[config.mk]
export PLATFORM = sky130hd
export DESIGN_NAME = dma_oam_flat
export DESIGN_NICKNAME = d
export VERILOG_FILES = /design/src/rtl/dma_oam_if.sv /design/src/rtl/dma_oam.sv /design/src/flat_wrapper.sv
export SDC_FILE = /design/constraint.sdc
export NUM_CORES = 1
export LEC_CHECK = 0
export CORE_MARGIN = 10
export CORE_UTILIZATION = 46
export DETAILED_ROUTE_END_ITERATION = 8
export GPL_ROUTABILITY_DRIVEN = 1
export PLACE_DENSITY_LB_ADDON = 0.25
export SYNTH_ARGS = -nofsm -noshare
export SYNTH_HDL_FRONTEND = slang
export SYNTH_SLANG_ARGS = --single-unit
export TNS_END_PERCENT = 5
[constraint.sdc]
create_clock -name clk -period 1.55 [get_ports clk]
set_input_delay 0.155 -clock clk [delete_from_list [all_inputs] [get_ports clk]]
set_output_delay 0.155 -clock clk [all_outputs]
set_load 0.02 [all_outputs]
[src/rtl/dma_oam_if.sv]
`default_nettype none
// ============================================================================
// Module   : dma_oam_if
// Brief    : Trigger and memory-bus handshake signals of the OAM DMA engine.
// Revision : 1.0 - initial release
// ============================================================================
interface dma_oam_if;
    logic        trig;
    logic [7:0]  trigpage;
    logic        halt;
    logic [15:0] dmaaddr;
    logic [7:0]  dmawdata;
    logic        dmawr;
    logic        dmareq;
    logic        dmaack;
    logic [7:0]  memrdata;
    logic        dmadone;
    logic        busy;

    // Engine side: receives the trigger and bus responses, drives the bus.
    modport master (
        input  trig, trigpage, dmaack, memrdata,
        output halt, dmaaddr, dmawdata, dmawr, dmareq, dmadone, busy
    );

    // CPU/memory side: issues the trigger and answers bus requests.
    modport slave (
        output trig, trigpage, dmaack, memrdata,
        input  halt, dmaaddr, dmawdata, dmawr, dmareq, dmadone, busy
    );
endinterface
`default_nettype wire

[src/rtl/dma_oam.sv]
`default_nettype none
// ============================================================================
// Module   : dma_oam
// Brief    : Sprite DMA engine. Copies one 256-byte page to a fixed write
//            address as 512 alternating read/write bus accesses while holding
//            the CPU off the bus.
// Revision : 1.0 - initial release
// ============================================================================
module dma_oam #(
    parameter logic [15:0] DESTADDR = 16'h2004,
    parameter int          SETTLE   = 1
) (
    input  logic       clk,
    input  logic       rst,
    dma_oam_if.master  bus
);

    typedef enum logic [2:0] {
        S_IDLE   = 3'd0,
        S_SETTLE = 3'd1,
        S_RD     = 3'd2,
        S_RGAP   = 3'd3,
        S_WR     = 3'd4,
        S_WGAP   = 3'd5
    } state_t;

    localparam int CW = (SETTLE > 1) ? $clog2(SETTLE) : 1;
    localparam logic [CW-1:0] C_SETTLE_LAST = CW'((SETTLE > 0) ? SETTLE - 1 : 0);

    state_t          r_state, w_state;
    logic [7:0]      r_page,  w_page;
    logic [7:0]      r_idx,   w_idx;
    logic [CW-1:0]   r_cnt,   w_cnt;
    logic [7:0]      r_dbuf,  w_dbuf;
    logic            r_halt,  w_halt;
    logic            r_busy,  w_busy;
    logic            r_req,   w_req;
    logic            r_wr,    w_wr;
    logic [15:0]     r_addr,  w_addr;
    logic [7:0]      r_wdata, w_wdata;
    logic            r_done,  w_done;

    // Every output is a flop; the next-state logic below precomputes the
    // value each output takes on entry to the following state.
    always_ff @(posedge clk) begin
        if (rst) begin
            r_state <= S_IDLE;
            r_page  <= 8'h00;
            r_idx   <= 8'h00;
            r_cnt   <= '0;
            r_dbuf  <= 8'h00;
            r_halt  <= 1'b0;
            r_busy  <= 1'b0;
            r_req   <= 1'b0;
            r_wr    <= 1'b0;
            r_addr  <= 16'h0000;
            r_wdata <= 8'h00;
            r_done  <= 1'b0;
        end else begin
            r_state <= w_state;
            r_page  <= w_page;
            r_idx   <= w_idx;
            r_cnt   <= w_cnt;
            r_dbuf  <= w_dbuf;
            r_halt  <= w_halt;
            r_busy  <= w_busy;
            r_req   <= w_req;
            r_wr    <= w_wr;
            r_addr  <= w_addr;
            r_wdata <= w_wdata;
            r_done  <= w_done;
        end
    end

    // Next-state and next-output logic; acks are only looked at in RD/WR,
    // and trig only in IDLE, so stray strobes elsewhere fall through.
    always_comb begin
        w_state = r_state;
        w_page  = r_page;
        w_idx   = r_idx;
        w_cnt   = r_cnt;
        w_dbuf  = r_dbuf;
        w_halt  = r_halt;
        w_busy  = r_busy;
        w_req   = r_req;
        w_wr    = r_wr;
        w_addr  = r_addr;
        w_wdata = r_wdata;
        w_done  = 1'b0;

        case (r_state)
            S_IDLE: begin
                if (bus.trig) begin
                    w_page = bus.trigpage;
                    w_idx  = 8'h00;
                    w_cnt  = '0;
                    w_halt = 1'b1;
                    w_busy = 1'b1;
                    if (SETTLE == 0) begin
                        w_state = S_RD;
                        w_req   = 1'b1;
                        w_wr    = 1'b0;
                        w_addr  = {bus.trigpage, 8'h00};
                    end else begin
                        w_state = S_SETTLE;
                    end
                end
            end
            S_SETTLE: begin
                if (r_cnt == C_SETTLE_LAST) begin
                    w_state = S_RD;
                    w_req   = 1'b1;
                    w_wr    = 1'b0;
                    w_addr  = {r_page, r_idx};
                end else begin
                    w_cnt = r_cnt + 1'b1;
                end
            end
            S_RD: begin
                if (bus.dmaack) begin
                    w_dbuf  = bus.memrdata;
                    w_req   = 1'b0;
                    w_done  = 1'b1;
                    w_state = S_RGAP;
                end
            end
            S_RGAP: begin
                // The slave reacts to a rising request, so one low cycle
                // separates the read from the write.
                w_state = S_WR;
                w_req   = 1'b1;
                w_wr    = 1'b1;
                w_addr  = DESTADDR;
                w_wdata = r_dbuf;
            end
            S_WR: begin
                if (bus.dmaack) begin
                    w_req   = 1'b0;
                    w_done  = 1'b1;
                    w_state = S_WGAP;
                end
            end
            S_WGAP: begin
                if (r_idx == 8'hFF) begin
                    w_state = S_IDLE;
                    w_halt  = 1'b0;
                    w_busy  = 1'b0;
                end else begin
                    // Index wraps within the page; never carries into it.
                    w_idx   = r_idx + 8'd1;
                    w_state = S_RD;
                    w_req   = 1'b1;
                    w_wr    = 1'b0;
                    w_addr  = {r_page, r_idx + 8'd1};
                end
            end
            default: begin
                w_state = S_IDLE;
            end
        endcase
    end

    assign bus.halt     = r_halt;
    assign bus.busy     = r_busy;
    assign bus.dmareq   = r_req;
    assign bus.dmawr    = r_wr;
    assign bus.dmaaddr  = r_addr;
    assign bus.dmawdata = r_wdata;
    assign bus.dmadone  = r_done;

endmodule
`default_nettype wire

[src/flat_wrapper.sv]
// flat-port wrapper written by rule: the top's interface ports become plain ports
module dma_oam_flat 
#(
    parameter logic [15:0] DESTADDR = 16'h2004,
    parameter int          SETTLE   = 1
)
  (clk, rst, bus_trig, bus_trigpage, bus_dmaack, bus_memrdata, bus_halt, bus_dmaaddr, bus_dmawdata, bus_dmawr, bus_dmareq, bus_dmadone, bus_busy);
  dma_oam_if bus_i ();
  input  logic clk;
  input  logic rst;
  input wire logic [$bits(bus_i.trig)-1:0] bus_trig;
  input wire logic [$bits(bus_i.trigpage)-1:0] bus_trigpage;
  input wire logic [$bits(bus_i.dmaack)-1:0] bus_dmaack;
  input wire logic [$bits(bus_i.memrdata)-1:0] bus_memrdata;
  output wire logic [$bits(bus_i.halt)-1:0] bus_halt;
  output wire logic [$bits(bus_i.dmaaddr)-1:0] bus_dmaaddr;
  output wire logic [$bits(bus_i.dmawdata)-1:0] bus_dmawdata;
  output wire logic [$bits(bus_i.dmawr)-1:0] bus_dmawr;
  output wire logic [$bits(bus_i.dmareq)-1:0] bus_dmareq;
  output wire logic [$bits(bus_i.dmadone)-1:0] bus_dmadone;
  output wire logic [$bits(bus_i.busy)-1:0] bus_busy;
  assign bus_i.trig = bus_trig;
  assign bus_i.trigpage = bus_trigpage;
  assign bus_i.dmaack = bus_dmaack;
  assign bus_i.memrdata = bus_memrdata;
  assign bus_halt = bus_i.halt;
  assign bus_dmaaddr = bus_i.dmaaddr;
  assign bus_dmawdata = bus_i.dmawdata;
  assign bus_dmawr = bus_i.dmawr;
  assign bus_dmareq = bus_i.dmareq;
  assign bus_dmadone = bus_i.dmadone;
  assign bus_busy = bus_i.busy;
  dma_oam #(.DESTADDR(DESTADDR), .SETTLE(SETTLE)) u_core (.clk(clk), .rst(rst), .bus(bus_i));
endmodule
# Yosys cells after proc, flatten, opt, wreduce, memory -nomap -nowiden
# Index checks and enable logic that the tools add are counted.
dict set report word_totals {
  reg_bits 56
  inputBits 20
  out_inout_bits 29
}
dict set report classes {
  n_addsub 2
  eq_ne 13
  muxes 26
  n_bitwise 1
  n_reduce_logical 15
}
# cell count
set op_table {}
lappend op_table {{$pmux 16 s3} 1}
lappend op_table {{$mux 16} 2}
lappend op_table {{$pmux 3 s6} 1}
lappend op_table {{$mux 8} 2}
lappend op_table {{$pmux 8 s2} 1}
lappend op_table {{$mux 3} 4}
lappend op_table {{$mux 1} 10}
lappend op_table {{$ne 2x2->1 const B} 5}
lappend op_table {{$reduce_and 3->1} 3}
lappend op_table {{$add 8x1->8 const B} 1}
lappend op_table {{$eq 8x8->1 const B} 1}
lappend op_table {{$reduce_and 4->1} 2}
lappend op_table {{$eq 3x2->1 const B} 2}
lappend op_table {{$eq 3x3->1 const B} 2}
lappend op_table {{$reduce_and 2->1} 3}
lappend op_table {{$ne 2x1->1 const B} 2}
lappend op_table {{$pmux 1 s2} 2}
lappend op_table {{$pmux 1 s4} 1}
lappend op_table {{$reduce_bool 2->1} 2}
lappend op_table {{$reduce_bool 4->1} 1}
lappend op_table {{$reduce_or 2->1} 2}
lappend op_table {{$eq 3x1->1 const B} 1}
lappend op_table {{$logic_not 3->1} 1}
lappend op_table {{$pmux 1 s3} 1}
lappend op_table {{other kinds (4)} 4}

# Longest topological paths before layout
# Gate-level depths: netlist of the first run.
dict set report depth {
  ltp_word 4
  mapped_depth 6
  depth_no_buf 5
}

# Worst setup path after synthesis of the first run
# No wires, ideal clock.
dict set report synth_timing {
  path_type {register -> register}
  from {register u_core.r_idx[0]}
  to {register u_core.r_addr[4] (netlist: u_core.bus.dmaaddr[4])}
  setup_ns 0.124
  t_arrival_ns 1.457
  required_time_ns 1.426
  path_slack_ns -0.030
  path_stages_with_launch 7
  path_buffers 1
  cell_sequence {dfxtp_1 -> ha_1 -> nand3_1 -> o21a_2 -> buf_6 -> o31ai_1 -> a21oi_1}
}
dict set report synth_between {
  elab_chain_len 3
  elab_cells_between_ends 6
}
# element line_no
set synth_lines {}
lappend synth_lines {{from (decl)} dma_oam.sv:32} ;# logic [7:0] r_idx, w_idx;
lappend synth_lines {{from (signal assigned)} dma_oam.sv:62} ;# r_idx <= w_idx;
lappend synth_lines {{$add 8x1->8 / $eq 8x8->1 (equally long branches)} {dma_oam.sv:154, dma_oam.sv:144}}
lappend synth_lines {{$mux 16 / $ne 2x2->1 (equally long branches)} --}
lappend synth_lines {{$pmux 16 s3 / $reduce_and 3->1 (equally long branches)} --}
lappend synth_lines {{to (signal assigned)} dma_oam.sv:69} ;# r_addr <= w_addr;
lappend synth_lines {{to (decl)} dma_oam.sv:39} ;# logic [15:0] r_addr, w_addr;
# Several ways; a longest one is shown, not always the timed one. The select of a mux whose other input is x is not followed.
# A chain may end at the register's enable or synchronous reset.

# Worst setup path after layout of the first run
dict set report layout_timing {
  from {register u_core.r_idx[0]}
  to {register u_core.r_addr[3] (netlist: u_core.bus.dmaaddr[3])}
}
# Same word-level chain as after synthesis.

==> flow_summary.yaml, run 1 <==
layout:
  nets: 370
  drive_gt1_frac: 0.183
  diodes: 0
  postLayoutCellArea_mm2: 0.00331
  area_growth_pct: 34.5
global_route:
  grt_max_degree: 19
  grtUsageMet1: 0.179
  top_usage_layer: "met2"
  grt_util_met2: 0.240
  use_met3: 0.0631
  overflow: 0
  grt_pass1_vias: 2319
  grt_usage: 0.151
  antenna_found_initial: 0
  grt_pass1_wl_mm: 10.9
sta:
  period_needed_ps: 1510
  skew_ps: 6.05
  fmax_mhz: 664
  fin_ws_ps: 43.2
  fin_crit_sh: 0.972
  hold_violations: 0
  rsz0062_at_grt: "yes"
  worst_pin_slew_ps: 390
  maxSlewViolCount: 0
  setup_violations: 0
  slew_headroom: 0.740
power:
  power_leakage_uw: 0.00118
  pwr_density_cell_mw_per_mm2: 921
  vdd_ir_drop_max_mv: 0.713
detailed_routing:
  num_vias: 2323
  drc: 0
  ant_nets: 0
  wl_mm: 6.53
  wl_per_cell_um: 15.6
  drt_pass1_iterations: 4
  vias_per_cell: 5.53
  drt_first_iter_violations: 109
cts:
  cts_root_buffer: "clkbuf_8"
  hold_buffers: 0
  cts_tree: "built"
  cts_buffer_depth: 2
  clkTransAtPathRegs_ps: 100
  cts_setup_buffers: 0
  cts_buffers: 5
  cts_htree_levels: 2
  clkLatencyLatePin_ps: 310
  cts_sinks: 55
synthesis:
  yosysTopAreaCellShare: 0.448
  netlist_area_mm2: 0.00246
  synth_top_family_by_area: "simple AND/OR/NAND/NOR gates"
  synth_ff_type: "dfxtp_1"
  synth_cell_types: 48
  netlist.top_cell.by_area: "dfxtp_1"
  synth_edf_count: 0
  synthCells: 287
  synthAdderAreaFrac: 0.00509
  synth.mux.area_fraction: 0.0412
  synthTopCellsByCount: "dfxtp_1 (55), a21oi_1 (39), nand2_1 (39)"
  synthSimpleGateAreaFrac: 0.233
  synth-compound-area-share: 0.214
  yosysMostFrequentCell: "dfxtp_1"
  synthTopCellsByArea: "dfxtp_1 (45%), a21oi_1 (7.9%), nand2_1 (6.0%)"
  synthXorXnorAreaFrac: 0.00356
  postSynthAreaPerCell_um2: 8.57
  async_flop_share: 0
  ys_ff_latch: 55
  synth_nets: 308
  yosysSeqAreaShare: 0.448
  yosys_warnings: 0
placed_design:
  place_ws_ps: -20.7
  placed_area_mm2: 0.00314
  portBuffers: 48
  dp_hpwl_mm: 4.68
  place_congestion: 0.936
setup_path:
  crit_arrival_ps: 1740
  cp.required_ps: 1780
  crit_path_start_kind: "flip-flop"
  crit_path_end_kind: "flip-flop"
  path_max_fanout: 5
  worst-setup-path-type: "flip-flop to flip-flop"
  r2r_slack_ps: 40
status:
  outcome: "completed"
die:
  start_util: 0.479
  die_area_mm2: 0.00867
  core_area_mm2: 0.00514
  rows: 26
  die_x_um: 93.1
  io_pins: 49
  die_y_um: 93.1
worst_hold_path:
  hold_path_class: "input port to flip-flop"
run:
  maxCapViolCount: 0
worst paths after layout:
path / startpoint / to / depth (start not counted)
worst max-delay path: u_core.r_idx[0]$_SDFFE_PP0P_ / u_core.bus.dmaaddr[3]$_SDFFE_PP0P_ / 5
worst min register to register: u_core.bus.dmawdata[2]$_SDFFE_PP0P_ / u_core.bus.dmawdata[2]$_SDFFE_PP0P_ / 2
worst max register to register: u_core.r_idx[0]$_SDFFE_PP0P_ / u_core.bus.dmaaddr[3]$_SDFFE_PP0P_ / 5
worst min-delay path: rst / u_core.r_dbuf[0]$_SDFFE_PP0P_ / 2
logic make-up after synthesis:
kind of cell | count (synthesis)
adders and majority gates | 1
buffers and inverters | 26
xor gates and xnor gates | 1
muxes | 10
and+or+nand+nor | 112
DFF | 55
AOI/OAI and AO/OA | 82
worst max-delay path, cell delays in order (launching register included):
cell and delay (ps):
dfxtp_1 360, ha_2 250, nand3_4 140, o21ai_4 280, nand2_2 130, a311oi_1 250
cell type report:
cell class | count | area (um2)
fillers | 451 | 1830
multi-input cells | 206 | 1270
well taps | 70 | 87.6
inverters | 3 | 11.3
flip-flops and latches | 55 | 1110
repair buffers | 78 | 717
clock inverters | 2 | 38.8
clock buffers | 6 | 72.6
registers in the layout (all words and copies together) (netlist names):
name and cells:
u_core.bus.halt 1, u_core.r_page 8, u_core.bus.dmawr 1, u_core.bus.dmawdata 8, u_core.bus.dmaaddr 16, u_core.r_idx 8
u_core.r_dbuf 8, u_core.r_state 3, u_core.bus.dmadone 1, u_core.bus.dmareq 1
cell usage in the layout (no fill, tap or decap), types with 2 or more instances in the layout:
cell	n
o31ai_1	4
dfxtp_2	4
nand2b_1	5
o21a_1	4
mux2i_1	9
o22ai_1	2
nand2_1	37
or2_2	2
nand3_1	17
nor2_1	16
clkbuf_8	5
o211ai_1	8
a31oi_1	3
clkdlybuf4s50_1	47
nand4_1	3
buf_4	28
nor2b_1	4
o21ai_1	2
nor3_1	11
o21ai_4	2
inv_1	3
a21oi_1	39
a311oi_1	2
o21ai_0	6
dfxtp_1	51
a221oi_1	2
nand2_2	3
a311oi_2	2
through the flow:
stage                     utilization  TNS (ps)  hold slack (ps)  std cells  total power [uW]
final                           0.644         0              232        420              3050
after global placement          0.611     -35.1              442        412              2090
after global routing            0.644      -219              247        420              3180
after floorplan                     -         0              291        287              1860
after CTS                       0.635      -198              213        420              3050
after detailed placement        0.611     -54.6              446        412              2090
repair_timing:
| action | in CTS | in global routing |
|---|---|---|
| gates resized for setup | 3 | 12 |
| endpoints found under the setup margin | 7 | 27 |
| pin swaps | 0 | 1 |
per-layer routing:
layer / routed length, um / share of wire
met2: 3070 / 0.47
met5: 0 / 0
met3: 576 / 0.088
met4: 124 / 0.019
met1: 2760 / 0.42
power breakdown:
| group | switching, uW | total, uW | leakage, uW | internal, uW |
|---|---|---|---|---|
| combinational | 291 | 554 | 0.000680 | 263 |
| sequential | 42.4 | 1520 | 0.000449 | 1480 |
| clock | 480 | 969 | 0.0000558 | 489 |
| total | 814 | 3050 | 0.00118 | 2230 |
No activity file was read; power rests on OpenSTA's default activity.
==> run 2, diff against run 1 <==
--- a/config.mk
+++ b/config.mk
@@ -7,9 +7,11 @@
 export LEC_CHECK = 0
 export CORE_MARGIN = 10
 export CORE_UTILIZATION = 46
+export CTS_CLUSTER_DIAMETER = 120
 export DETAILED_ROUTE_END_ITERATION = 8
-export GPL_ROUTABILITY_DRIVEN = 1
+export GPL_ROUTABILITY_DRIVEN = 0
 export PLACE_DENSITY_LB_ADDON = 0.25
+export SLEW_MARGIN = 20
 export SYNTH_ARGS = -nofsm -noshare
 export SYNTH_HDL_FRONTEND = slang
 export SYNTH_SLANG_ARGS = --single-unit
==> results of run 2 <==
Same layout as run 1: the final DEF is identical, and so are final timing and power.
==> run 3, diff against run 2 <==
--- a/config.mk
+++ b/config.mk
@@ -5,6 +5,7 @@
 export SDC_FILE = /design/constraint.sdc
 export NUM_CORES = 1
 export LEC_CHECK = 0
+export CAP_MARGIN = 20
 export CORE_MARGIN = 10
 export CORE_UTILIZATION = 46
 export CTS_CLUSTER_DIAMETER = 120
==> results of run 3 <==
Same layout as run 1: the final DEF is identical, and so are final timing and power.
